File: src/rtl/dsm_ctrl_pkg.sv
// rtl/dsm_ctrl_pkg.sv - shared types and widths for the DSM NCO sweep controller
package dsm_ctrl_pkg;

  localparam int STEP_WIDTH  = 32;
  localparam int DWELL_WIDTH = 16;
  localparam int COUNT_WIDTH = 16;

  typedef enum logic {
    IDLE  = 1'b0,
    DWELL = 1'b1
  } state_t;

  typedef struct packed {
    logic [STEP_WIDTH-1:0]  start;
    logic [STEP_WIDTH-1:0]  stop;
    logic [STEP_WIDTH-1:0]  delta;
    logic [DWELL_WIDTH-1:0] dwell;
    logic                   continuous;
  } sweep_cfg_t;

  // A dwell of 0 is held like a dwell of 1, so the reload never underflows.
  function automatic logic [DWELL_WIDTH-1:0] dwell_reload(input logic [DWELL_WIDTH-1:0] dwell);
    return (dwell == '0) ? '0 : dwell - DWELL_WIDTH'(1);
  endfunction

endpackage

File: src/rtl/dsm_step_next.sv
// rtl/dsm_step_next.sv - next sweep point, clamped to stop and saturated on carry
module dsm_step_next #(
  parameter int STEP_WIDTH = 32
) (
  input  logic [STEP_WIDTH-1:0] p,
  input  logic [STEP_WIDTH-1:0] delta,
  input  logic [STEP_WIDTH-1:0] stop,
  output logic [STEP_WIDTH-1:0] next_p,
  output logic                  last
);

  logic [STEP_WIDTH:0] sum;

  assign sum    = {1'b0, p} + {1'b0, delta};
  assign next_p = (sum[STEP_WIDTH] || (sum[STEP_WIDTH-1:0] >= stop)) ? stop : sum[STEP_WIDTH-1:0];
  assign last   = (p >= stop) || (delta == '0);

endmodule

File: src/rtl/dsm_sweep_ctrl.sv
// rtl/dsm_sweep_ctrl.sv - linear NCO step sweep sequencer with per-point dwell
module dsm_sweep_ctrl #(
  parameter int STEP_WIDTH  = 32,
  parameter int DWELL_WIDTH = 16,
  parameter int COUNT_WIDTH = 16
) (
  input  logic                   aclk,
  input  logic                   arst_n,
  input  logic                   start,
  input  logic                   abort,
  input  logic [STEP_WIDTH-1:0]  cfg_start_step,
  input  logic [STEP_WIDTH-1:0]  cfg_stop_step,
  input  logic [STEP_WIDTH-1:0]  cfg_delta,
  input  logic [DWELL_WIDTH-1:0] cfg_dwell,
  input  logic                   cfg_continuous,
  output logic [STEP_WIDTH-1:0]  nco_step,
  output logic                   nco_step_enable,
  output logic                   busy,
  output logic                   done,
  output logic [COUNT_WIDTH-1:0] sweep_count
);

  import dsm_ctrl_pkg::*;

  state_t                 state_q, state_d;
  sweep_cfg_t             cfg_q, cfg_d;
  logic [DWELL_WIDTH-1:0] dwell_q, dwell_d;
  logic [STEP_WIDTH-1:0]  step_d;
  logic                   enable_d, busy_d, done_d;
  logic [COUNT_WIDTH-1:0] count_d;
  logic [STEP_WIDTH-1:0]  next_p;
  logic                   last;

  // nco_step always holds the point being dwelt on, so last/next derive from it.
  dsm_step_next #(.STEP_WIDTH(STEP_WIDTH)) u_step_next (
    .p      (nco_step),
    .delta  (cfg_q.delta),
    .stop   (cfg_q.stop),
    .next_p (next_p),
    .last   (last)
  );

  always_ff @(posedge aclk or negedge arst_n) begin
    if (!arst_n) begin
      state_q         <= IDLE;
      cfg_q           <= '0;
      dwell_q         <= '0;
      nco_step        <= '0;
      nco_step_enable <= 1'b0;
      busy            <= 1'b0;
      done            <= 1'b0;
      sweep_count     <= '0;
    end else begin
      state_q         <= state_d;
      cfg_q           <= cfg_d;
      dwell_q         <= dwell_d;
      nco_step        <= step_d;
      nco_step_enable <= enable_d;
      busy            <= busy_d;
      done            <= done_d;
      sweep_count     <= count_d;
    end
  end

  always_comb begin
    state_d  = state_q;
    cfg_d    = cfg_q;
    dwell_d  = dwell_q;
    step_d   = nco_step;
    enable_d = 1'b0;
    busy_d   = busy;
    done_d   = 1'b0;
    count_d  = sweep_count;
    if (abort) begin
      state_d = IDLE;
      busy_d  = 1'b0;
    end else begin
      case (state_q)
        IDLE: begin
          if (start) begin
            cfg_d    = '{start: cfg_start_step, stop: cfg_stop_step, delta: cfg_delta,
                         dwell: cfg_dwell, continuous: cfg_continuous};
            step_d   = cfg_start_step;
            enable_d = 1'b1;
            busy_d   = 1'b1;
            dwell_d  = dwell_reload(cfg_dwell);
            state_d  = DWELL;
          end
        end
        DWELL: begin
          if (dwell_q != '0) begin
            dwell_d = dwell_q - DWELL_WIDTH'(1);
          end else if (!last) begin
            step_d   = next_p;
            enable_d = 1'b1;
            dwell_d  = dwell_reload(cfg_q.dwell);
          end else if (cfg_q.continuous) begin
            count_d  = sweep_count + COUNT_WIDTH'(1);
            step_d   = cfg_q.start;
            enable_d = 1'b1;
            dwell_d  = dwell_reload(cfg_q.dwell);
          end else begin
            count_d = sweep_count + COUNT_WIDTH'(1);
            done_d  = 1'b1;
            busy_d  = 1'b0;
            state_d = IDLE;
          end
        end
        default: state_d = IDLE;
      endcase
    end
  end

endmodule

File: config.mk
export PLATFORM = sky130hd
export DESIGN_NAME = dsm_sweep_ctrl
export DESIGN_NICKNAME = d
export VERILOG_FILES = /design/src/rtl/dsm_ctrl_pkg.sv /design/src/rtl/dsm_step_next.sv /design/src/rtl/dsm_sweep_ctrl.sv
export SDC_FILE = /design/constraint.sdc
export NUM_CORES = 1
export LEC_CHECK = 0
export ABC_AREA = 1
export CELL_PAD_IN_SITES_DETAIL_PLACEMENT = 1
export CELL_PAD_IN_SITES_GLOBAL_PLACEMENT = 2
export CORE_MARGIN = 2
export CORE_UTILIZATION = 24
export CTS_CLUSTER_DIAMETER = 200
export DETAILED_ROUTE_END_ITERATION = 16
export PLACE_DENSITY = 0.73
export SYNTH_ARGS = -nofsm -noshare
export SYNTH_HDL_FRONTEND = slang
export SYNTH_SLANG_ARGS = --single-unit
File: constraint.sdc
create_clock -name aclk -period 5.3 [get_ports aclk]
set_clock_uncertainty 0.2 [all_clocks]
set_input_delay 0.795 -clock aclk [delete_from_list [all_inputs] [get_ports aclk]]
set_output_delay 0.795 -clock aclk [all_outputs]
set_load 0.05 [all_outputs]
==> metrics.md <==
| Metric | Value |
|---|---|
| Outcome | `completed` |
| Final hold vios | `0` |
| Total congestion overflow | `0` |
| Cts repair resizes | `0` |
| Synthesis-to-layout area growth | `23.1%` |
| Vias in the first global route | `between 10000 and 15000` |
| Final Power | `around 8.0 mW` |
| Slew margin rel. | `around 29%` |
| Reg2Reg Depth | `25` |
| Root Buffer | `clkbuf_16` |
| Residual DRC | `0` |
| Critical path class | `register to register` |
| Syn_nets | `roughly 2100` |
| Routed vias | `between 10000 and 15000` |
| CTS Buf Count | `17` |
| Initial antenna violation count | `0` |
| Pin count of the biggest net entering global routing | `192` |
| Antenna diode count | `0` |
| Die width | `240 um` |
| Chip height | `about 240 um` |
| Antenna Nets Post-Route | `0` |
| Clock Path Buffers | `2` |
| Global-route wire length before repair | `slightly below 80000 um` |
| Synthesis Warnings | `0` |
| MaxCap Viol Count | `0` |
| GRT Total Usage | `a little under a fifth` |
| Worst setup SP type | `register` |
| Fin crit period | `approximately 4.7 ns` |
| Worst hold path class | `input pin to asynchronous set/reset pin` |
| Routed wire length | `approximately 51000 um` |
| CP endpoint kind | `register` |
| #FFs+latches synth | `181` |
| CTS Hold Bufs | `0` |
| FF-to-FF End | `nco_step[5]` |
| Highest Clock Rate | `around 210 MHz` |
| Setup TNS | `0 ns` |
| Worst Hold Slack | `roughly 0.28 ns` |
| Setup WS post-layout | `0.605 ns` |
| Initial Util | `around a quarter` |
| Synth top area cells | `dfrtp_1 34%, nand2_1 14%, ha_1 9.4%, inv_1 7.3%, nor2_1 7.1%` |
| Iteration-0 DRC Markers | `567` |
| Fill cells | `~6900` |
| Syn avg cell area | `roughly 7 um2` |
| Placed Instances | `2805` |
| # clock sinks | `181` |
| Synth Cell Area | `about 13000 um2` |
| Yosys top cell area share | `~34%` |
| Max Slew Vio Count | `0` |
| # IOs | `168` |
| Peak VDD IR | `0.298 mV` |
| DPL Wire Length | `around 40000 um` |
| Multi-input gate area | `~7600 um2` |
| Ys async rst share | `between 90% and 100%` |
| RSZ-0062 raised after global routing | `false` |
| Post-synth top area cell | `dfrtp_1` |
| Slowest cell on crit path | `dfrtp_1` |
| Nets | `about 2300` |
| CP peak stage delay | `about 0.48 ns` |
| Core area | `around 55000 um2` |
| Wire per inst | `~18 um` |
| Post-synth EDFFs | `0` |
| TritonCTS clock tree | `done` |
| Leak | `8.18 nW` |
| Final non-filler cell total | `roughly 2800` |
| Core utilization of the finished layout | `between 20% and 30%` |
| Mapped Cells | `just under 2000` |
| Number of port buffers | `roughly 170` |
| Seq/Total Area, Yosys | `approximately 34%` |
| DRT Pass-1 Iters | `5` |
| Worst-skew pair later-pin latency | `0.50 ns` |
| Leading cell type in the layout, fill and taps excluded | `nand2_1` |
| Die ar. | `just under 60000 um2` |
| Flop2flop setup slack | `0.61 ns` |
| Yosys cell types | `46` |
| WP data required | `approximately 5.5 ns` |
| Least-Margin Pin Slew | `roughly 1.1 ns` |
| PD cells | `between 400 and 500 nW/um2` |
| Crit path DAT | `~4.9 ns` |
| FF-to-FF Start | `nco_step[10]` |
| Post-synth top flop | `dfrtp_1` |
| CTS HTree Levels | `4` |
| Final Cell Area | `16500 um2` |
| Worst slack at placement | `0.637 ns` |
| Most frequent cells in the layout | `513 x nand2_1, 260 x inv_1, 253 x nor2_1, 180 x dfrtp_1, 166 x clkdlybuf4s50_1` |
| Seq. cell area | `roughly 4500 um2` |
| CP dominant cell by count | `nand2_1` |
| Drt via density | `~4.5` |
| Worst Path Max Fanout | `32` |
| Gpl congestion | `around 0.91` |
| Final setup vio count | `0` |
| Share of post-route cells with drive strength above 1 | `6.85%` |
| Fin crit share | `88.6%` |
| Post-CTS Repair Setup Buffers | `0` |
| Row cnt | `86` |
| Area post-placement | `around 16000 um2` |
| CTS clk-pin slew, worst paths | `around 0.080 ns` |
[synthesized netlist by cell type, types with 4 or more instances]
cell type	number
ha_1	101
inv_1	260
nand2_2	7
nand4_1	22
nor4_1	9
o21bai_1	6
xnor2_1	9
a21oi_2	14
clkbuf_1	18
buf_2	22
dfrtp_1	181
o21ai_0	86
xor2_1	43
o21ai_1	11
buf_6	7
a21oi_1	143
inv_2	9
nor2_2	5
buf_4	4
nand3_1	101
nand3b_1	4
mux2_2	35
nand2_1	514
nor2_1	253
nor3_2	7
nor3_1	17
[state kept, by name, summed over array words and instances, names as in the netlist]
register         cells
nco_step_enable      1
busy                 1
nco_step            32
cfg_q              113
state_q              1
sweep_count         16
dwell_q             16
done                 1
[routing by layer]
metal | share of wire, % | vias up | global-route usage [%]
met3 | 2.7 | 41 | 2.97
li1 | - | 6435 | -
met1 | 48 | 6198 | 24.4
met4 | 1.8 | 0 | 4.91
met2 | 47 | 154 | 30.0
met5 | 0 | - | 0
[cell type report]
type,count,area share (%)
Clock buffer,22,2.87
Clock inverter,10,0.734
Inverter,271,6.16
Multi-Input combinational cell,1417,45.9
Sequential cell,181,27.4
Tap cell,748,5.66
Timing Repair Buffer,188,11.2
[logic make-up after synthesis]
| logic type | after synthesis | share of synthesized area [%] |
|---|---|---|
| and+or+nand+nor | 952 | 29.4 |
| xor gates and xnor gates | 52 | 3.39 |
| adders and majority gates | 102 | 9.56 |
| AOI/OAI and AO/OA | 276 | 11.1 |
| DFF | 181 | 33.7 |
| buffers and inverters | 324 | 9.78 |
| muxes | 35 | 2.94 |
[power by group]
part / internal (mW) / switching, mW
Clock: 0.734 / 0.634
Sequential: 1.64 / 0.300
Combinational: 1.54 / 3.13
Total: 3.91 / 4.06
[worst max-delay path, delay by kind of cell, from the launching register on]
kind	cells	cell delay (ns)
buf+inv	3	0.56
fa+ha+maj	2	0.73
compound gates	3	0.67
flops	1	0.48
simple gates	17	1.95
[worst max-delay path by stage]
stage / from / endpoint / slack [ns] / depth (start not counted)
after floorplan: nco_step[0] / nco_step[24] / 1.58 / 26
after global placement: nco_step[9] / nco_step[17] / 0.67 / 25
after detailed placement: nco_step[10] / nco_step[5] / 0.64 / 25
after CTS: nco_step[9] / nco_step[5] / 0.62 / 25
after global routing: nco_step[9] / nco_step[1] / 0.25 / 25
final: nco_step[10] / nco_step[5] / 0.61 / 25
Power figures use the tool's default switching activity.
